===== config.mk =====
export PLATFORM = sky130hd
export DESIGN_NAME = anim_sequencer
export DESIGN_NICKNAME = d
export VERILOG_FILES = /design/src/rtl/anim_sequencer.sv
export SDC_FILE = /design/constraint.sdc
export NUM_CORES = 1
export LEC_CHECK = 0
export CAP_MARGIN = 20
export CORE_ASPECT_RATIO = 2
export CORE_MARGIN = 10
export CORE_UTILIZATION = 50
export DETAILED_ROUTE_END_ITERATION = 10
export GPL_TIMING_DRIVEN = 0
export PLACE_DENSITY = 0.7
export RECOVER_POWER = 100
export SLEW_MARGIN = 40
export SYNTH_ARGS = -nofsm -noshare
export SYNTH_HDL_FRONTEND = slang
export SYNTH_SLANG_ARGS = --single-unit

===== constraint.sdc =====
create_clock -name clk -period 5.33 [get_ports clk]
set_clock_uncertainty 0.1 [all_clocks]
set_input_delay 1.066 -clock clk [delete_from_list [all_inputs] [get_ports clk]]
set_output_delay 1.066 -clock clk [all_outputs]
set_load 0.02 [all_outputs]

===== src/rtl/anim_sequencer.sv =====
// Seven-segment animation frame generator: turns button pulses into mode/speed/pause
// state and steps a registered pattern. Optional macro: ANIM_SINGLE_STEP_EN.
module anim_sequencer #(
  parameter int TICK_DIV = 1000000
) (
  input  logic       clk,
  input  logic       rst,
  input  logic       mode_pulse,
  input  logic       speed_pulse,
  input  logic       pause_pulse,
  output logic [6:0] seg_out,
  output logic       frame_strobe,
  output logic [1:0] mode,
  output logic [1:0] speed,
  output logic       paused
);

  localparam int PW = (TICK_DIV > 1) ? $clog2(TICK_DIV) : 1;
  localparam logic [PW-1:0] PRESC_MAX = PW'(TICK_DIV - 1);

  typedef enum logic [1:0] {SPIN, FILL, SNAKE, BLINK} mode_e;

  logic [PW-1:0] presc_q, presc_d;
  logic [2:0]    beat_q, beat_d;
  logic [2:0]    idx_q, idx_d;
  mode_e         mode_q, mode_d;
  logic [1:0]    speed_q, speed_d;
  logic          paused_q, paused_d;
  logic [6:0]    seg_q, seg_d;
  logic          strobe_q, strobe_d;
  logic          tick, advance;
  logic [2:0]    beat_last;

  function automatic logic [2:0] next_idx(mode_e m, logic [2:0] i);
    logic [2:0] last;
    case (m)
      SPIN:    last = 3'd5;
      FILL:    last = 3'd6;
      SNAKE:   last = 3'd7;
      default: last = 3'd1;
    endcase
    return (i == last) ? 3'd0 : i + 3'd1;
  endfunction

  function automatic logic [6:0] pattern(mode_e m, logic [2:0] i);
    logic [6:0] p;
    p = 7'h00;
    case (m)
      SPIN: case (i)
        3'd0: p = 7'h01;  3'd1: p = 7'h02;  3'd2: p = 7'h04;
        3'd3: p = 7'h08;  3'd4: p = 7'h10;  3'd5: p = 7'h20;
        default: p = 7'h00;
      endcase
      FILL: case (i)
        3'd0: p = 7'h01;  3'd1: p = 7'h03;  3'd2: p = 7'h07;
        3'd3: p = 7'h0F;  3'd4: p = 7'h1F;  3'd5: p = 7'h3F;
        default: p = 7'h00;
      endcase
      SNAKE: case (i)
        3'd0: p = 7'h01;  3'd1: p = 7'h02;  3'd2: p = 7'h40;  3'd3: p = 7'h10;
        3'd4: p = 7'h08;  3'd5: p = 7'h04;  3'd6: p = 7'h40;  default: p = 7'h20;
      endcase
      default: p = (i == 3'd0) ? 7'h7F : 7'h00;
    endcase
    return p;
  endfunction

  assign beat_last = 3'((4'd8 >> speed_q) - 4'd1);

  always_comb begin
    // NOTE: every next-state signal gets a default first so no path leaves it unassigned (no latches).
    presc_d  = presc_q;
    beat_d   = beat_q;
    idx_d    = idx_q;
    mode_d   = mode_q;
    speed_d  = speed_q;
    paused_d = paused_q;
    strobe_d = 1'b0;
    tick     = (presc_q == PRESC_MAX);
    advance  = !paused_q && tick && (beat_q == beat_last);

    if (!paused_q) begin
      presc_d = tick ? '0 : presc_q + 1'b1;
      if (tick) beat_d = advance ? 3'd0 : beat_q + 3'd1;
      if (advance) begin
        idx_d    = next_idx(mode_q, idx_q);
        strobe_d = 1'b1;
      end
    end

`ifdef ANIM_SINGLE_STEP_EN
    if (speed_pulse && paused_q) begin
      idx_d    = next_idx(mode_q, idx_q);
      strobe_d = 1'b1;
    end else
`endif
    if (speed_pulse) begin
      speed_d = speed_q + 2'd1;
      presc_d = '0;
      beat_d  = 3'd0;
    end

    // Mode change is applied last so it overrides any coincident frame step.
    if (mode_pulse) begin
      mode_d   = mode_e'(mode_q + 2'd1);
      idx_d    = 3'd0;
      presc_d  = '0;
      beat_d   = 3'd0;
      strobe_d = 1'b1;
    end

    if (pause_pulse) paused_d = !paused_q;

    seg_d = pattern(mode_d, idx_d);
  end

  // NOTE: sequential state uses non-blocking assignments so all registers update together.
  always_ff @(posedge clk) begin
    if (rst) begin
      presc_q  <= '0;
      beat_q   <= 3'd0;
      idx_q    <= 3'd0;
      mode_q   <= SPIN;
      speed_q  <= 2'd0;
      paused_q <= 1'b0;
      seg_q    <= 7'h01;
      strobe_q <= 1'b0;
    end else begin
      presc_q  <= presc_d;
      beat_q   <= beat_d;
      idx_q    <= idx_d;
      mode_q   <= mode_d;
      speed_q  <= speed_d;
      paused_q <= paused_d;
      seg_q    <= seg_d;
      strobe_q <= strobe_d;
    end
  end

  assign seg_out      = seg_q;
  assign frame_strobe = strobe_q;
  assign mode         = mode_q;
  assign speed        = speed_q;
  assign paused       = paused_q;

endmodule

Word level (Yosys, flattened, before mapping) --
Index checks and enable logic that the tools add are counted.
Operators by class: add/sub/neg operators 6, eq/ne operators 13, shift operators 1, multiplexer cells 18, bitwise logic cells 1, reductions and logical operators 9
Operators by type and width (number):
- 6-bit case mux with 6 select lines | 2
- 7-bit case mux with 6 select lines | 1
- 3-bit 2-to-1 mux | 7
- 7-bit case mux with 3 select lines | 1
- 20-bit by 1-bit adder with 20-bit output (second input constant) | 1
- 20-bit equality test (second input constant) | 1
- 20-bit 2-to-1 mux | 1
- 3-bit equality test (second input constant) | 3
- 3-bit case mux with 3 select lines | 1
- 7-bit 2-to-1 mux | 1
- 3-bit by 1-bit adder with 3-bit output (second input constant) | 2
- 3-bit by 2-bit equality test with 1-bit output (second input constant) | 2
- 3-bit equality test | 2
- 2-bit by 1-bit adder with 2-bit output (second input constant) | 2
- 2-bit by 1-bit equality test with 1-bit output (second input constant) | 2
- 2-bit equality test (second input constant) | 2
- 2-bit zero test | 2
- 4-bit by 2-bit >> shifter with 3-bit output (first input constant) | 1
- 3-bit by 1-bit equality test with 1-bit output (second input constant) | 1
- 3-bit zero test | 1
- 1-bit 2-to-1 mux | 3
- 3-bit OR reduction | 1
- 3-bit by 1-bit subtractor with 3-bit output (second input constant) | 1
- 1-bit logical AND | 2
- other kinds (5) | 5
Word-level totals: register bits 39, input bits 5, output and inout bits 13, logic and storage cells 56

Depth between registers and ports, before layout --
word-level depth 15, depth in mapped cells 9, gate-level depth less buffers 9

Worst setup path before layout --
OpenSTA, ideal clock, no wires.
path kind register to register, start reg speed_q[0] (netlist: speed[0]), end reg seg_q[1] (netlist: seg_out[1]), library setup time 122 ps, data arrival time 2696 ps, data required time 5108 ps, setup slack 2412 ps, cell stages (with the launch flop) 10, path buffers 0, period minus slack after synthesis 2918 ps, cell sequence dfxtp_1 inv_1 ha_1 xnor2_1 mux2i_2 nor4b_2 mux2i_2 nand2_2 or3_1 a311o_1
On the way: longest elaborated chain between the ends 11, elaborated cells between the ends (all ways) 20, classes of those cells add/sub (1); eq/ne (7); shift (1); mux (8); reduce/logical (3)
RTL lines:
- start: declaration | RTL line 27 | logic [1:0] speed_q, speed_d;
- start signal: assignment | RTL line 133 | speed_q <= speed_d;
- 4-bit by 2-bit >> shifter with 3-bit output * | RTL line 68 | assign beat_last = 3'((4'd8 >> speed_q) - 4'd1);
- 3-bit by 1-bit subtractor with 3-bit output * | RTL line 68
- 3-bit equality test * | RTL line 80 | advance = !paused_q && tick && (beat_q == beat_last);
- 1-bit logical AND * | RTL line 80
- 3-bit 2-to-1 mux * | RTL line 85 | if (advance) begin
- 3-bit 2-to-1 mux * | RTL line 82 | if (!paused_q) begin
- 3-bit 2-to-1 mux * | RTL line 104 | if (mode_pulse) begin
- 3-bit equality test or 3-bit by 2-bit equality test with 1-bit output (tied branches) | RTL line 59, 49, 54
- 2-bit OR reduction (no line)
- 7-bit case mux with 6 select lines | RTL line 59 | SNAKE: case (i)
- 7-bit case mux with 3 select lines * | RTL line 48 | case (m)
- end signal: assignment | RTL line 135 | seg_q <= seg_d;
- end: declaration | RTL line 29 | logic [6:0] seg_q, seg_d;
Every way passes the cells marked *; elsewhere a longest branch is shown, timed or not. A chain may end at the register's enable or synchronous reset.

Worst setup path after layout --
Ends and elaborated chain as after synthesis.

==> run summary <==
outcome = finished clean
clock buffer depth = 2
GRT Util Overall = 13.8%
leakage = 0.970 nW
Residual DRC = 0
initial drt markers = 53
worst-path maximum fanout = 8
worst skew pair latency = 280 ps
Synth area leaders = dfxtp_1 (36%), xor2_1 (6.9%), nor2_1 (5.9%)
Worst Tran Pin Value = 639 ps
RSZ-0062 raised after global routing = false
clock buffer count from CTS = 5
Final Max Slew Viols = 0
non-filler instance count after layout = 316
Tot Pwr = 0.598 mW
flop and latch count out of synthesis = 39
first-pass GRT wire length = 8.34 mm
worst hold path type = flip-flop to flip-flop
Area Overhead vs Synth = 15.0%
via count = 1756
RR Startpoint = speed[0]
syn_nets = 252
Die W = 66.4 µm
fmax = 293 MHz
grt ovf = 0
Crit-path slowest cell = mux2i_1
iteration count of the initial detailed-routing pass = 4
Post-synth ARST share = 0%
drt wl/cell = 14.8 µm
Worst Path Required = 5400 ps
Routed Antenna Nets = 0
Crit path largest cell delay = 630 ps
Final Hold Fails = 0
Worst R2R End = seg_out[1]
Mapped Area = 0.00215 mm²
largest net degree at the start of global routing = 12
peak supply drop = 0.125 mV
hold path depth = 2
setup TNS = 0 ps
Reg clk slew, reported paths = 70 ps
H-tree depth = 2
sequential share of the synthesized area = 36.3%
Worst Hold Slack = 417 ps
final net count = 276
power density over the cells = 242 mW/mm²
Synth Warn # = 0
# IOs = 18
dpl hpwl = 3.79 mm
Synth top area share = 36.3%
Worst setup EP type = flip-flop
Syn Area/Cell = 9.00 µm²
Post-CTS Setup Inserts = 0
worst hold endpoint = presc_q[4]
placed insts = 308
cell mode on critical path = mux2i_1
layout cell share with drive strength beyond 1 = 9.47%
R2R depth = 9
Cell variety after synth = 54
Die Footprint = 0.00748 mm²
CTS tree = built
Placer Congestion = 0.879
Die H = 113 µm
DR vias/cell = 5.56
Port Buffers = 17
Slew headroom = 56.2%
min-delay src = presc_q[4]
antenna violations before repair = 0
placed cell areas = 0.00239 mm²
final setup fails = 0
area leader, netlist = dfxtp_1
Max Cap Viol = 0
number of synthesized flops with an enable pin = 0
Most used DFF post-synth = dfxtp_1
post-synthesis cell count = 239
final instance area = 0.00247 mm²
number of global-route vias before repair = 1855
cts hold-fix bufs = 0
drt total wl = 4.67 mm
fillers = 384
r2r setup slk = 1910 ps
critical path class = flip-flop to flip-flop
Antenna Cells = 0
Placement Rows = 33
Worst Path Arrival = 3480 ps
CP Launch Type = flip-flop
final period utilization = 64.1%
Core Box Area = 0.00413 mm²
cell-by-cell listing of the critical path = inv_1 -> ha_1 -> xnor2_1 -> mux2i_1 -> nor4b_1 -> mux2i_1 -> nand2_2 -> or3_1 -> a311o_1
Initial Util = 52.1%
Root Buffer = clkbuf_8
CTS-repair resized insts = 0
Period minus WS final = 3420 ps
Num Clock Sinks = 39
==> per-stage QoR <==
step	utilization, %	worst slack [ps]
finish	59.9	1910
global route	59.9	1620
CTS	60.2	2170
detailed placement	57.8	1950
global placement	57.8	1960
floorplan	-	2410
==> cell usage after synthesis (2+ instances only) <==
cell type,number
a21o_1,2
a21oi_1,8
a2bb2oi_1,3
a31oi_1,2
a41oi_1,2
and2_1,4
and2b_1,2
and3_1,3
and4_1,2
and4b_1,2
buf_6,2
clkbuf_1,7
dfxtp_1,39
ha_1,8
inv_1,6
mux2i_1,4
mux2i_2,2
nand2_1,15
nand2_2,2
nand2b_1,4
nand3_1,12
nand3b_1,4
nand4_1,3
nor2_1,34
nor2b_1,2
nor3_1,4
nor4b_2,3
o21ai_0,3
o221ai_1,2
o22ai_1,2
or2_1,2
or3_1,2
xnor2_1,10
xor2_1,17
==> where the power goes <==
part / internal [mW] / switching (mW) / total (mW)
combinational: 0.0335 / 0.0444 / 0.0779
sequential: 0.299 / 0.00619 / 0.305
clock: 0.118 / 0.0972 / 0.215
total: 0.450 / 0.148 / 0.598
==> worst max-delay path, delay by kind of cell, from the launching register on <==
| family | cells | cell delay (ps) |
|---|---|---|
| buffers and inverters | 1 | 80 |
| AND/OR/NAND/NOR | 3 | 960 |
| XOR/XNOR | 1 | 170 |
| flip-flops | 1 | 390 |
| adder cells (fa/ha/maj) | 1 | 210 |
| multiplexers | 2 | 1050 |
| AO/OA/AOI/OAI | 1 | 330 |
==> metal layers <==
layer | track usage, % | vias up | wire length [µm]
met1 | 12.9 | 826 | 1640
met4 | 7.88 | 0 | 205
li1 | - | 883 | -
met3 | 2.57 | 16 | 83
met2 | 26.2 | 31 | 2750
met5 | 0 | - | 0
==> cell type report <==
type	instances	area, µm²	share of cell area, %
Inverter	6	22.5	0.911
Clock buffer	8	100	4.05
Buffer	9	48.8	1.97
Multi-Input combinational cell	185	1280	52.0
Tap cell	52	65.1	2.63
Timing Repair Buffer	17	170	6.88
Sequential cell	39	781	31.6
==> placed cells by master (no fill, tap or decap), types with 2 or more instances in the layout <==
cell type and n:
a21o_1 2, a21oi_1 8, a2bb2oi_1 3, a31oi_1 2, a41oi_1 2, and2_1 4
and2b_1 2, and3_1 3, and4_1 2, and4b_1 2, buf_6 2, clkbuf_1 8
clkbuf_8 7, clkdlybuf4s50_1 2, dfxtp_1 39, dlygate4sd3_1 15, ha_1 8, inv_1 6
mux2i_1 6, nand2_1 15, nand2_2 2, nand2b_1 4, nand3_1 12, nand3b_1 4
nand4_1 3, nor2_1 34, nor2b_1 2, nor3_1 4, nor4b_2 2, o21ai_0 3
o221ai_1 2, o22ai_1 2, or2_1 2, or3_1 2, xnor2_1 10, xor2_1 17
==> how the worst max path moves through the flow <==
| stage | start | end | depth (start not counted) |
|---|---|---|---|
| finish | speed[0] | seg_out[1] | 9 |
| global route | speed[0] | seg_out[1] | 9 |
| CTS | speed[0] | seg_out[1] | 9 |
| detailed placement | mode_pulse | seg_out[1] | 8 |
| global placement | mode_pulse | seg_out[1] | 8 |
| floorplan | speed[0] | seg_out[1] | 9 |
==> sequential cells by signal, summed over array words and instances (netlist names) <==
signal / count
idx_q: 3
mode: 2
speed: 2
seg_out: 7
frame_strobe: 1
paused: 1
beat_q: 3
presc_q: 20
==> cell families after synthesis <==
logic type | after synthesis | share of synthesized area, %
AOI/OAI and AO/OA | 30 | 9.60
xor gates and xnor gates | 28 | 11.8
adders and majority gates | 8 | 4.65
buffers and inverters | 15 | 3.32
DFF | 39 | 36.3
muxes | 8 | 4.71
and+or+nand+nor | 111 | 29.7
Power figures use the tool's default switching activity.
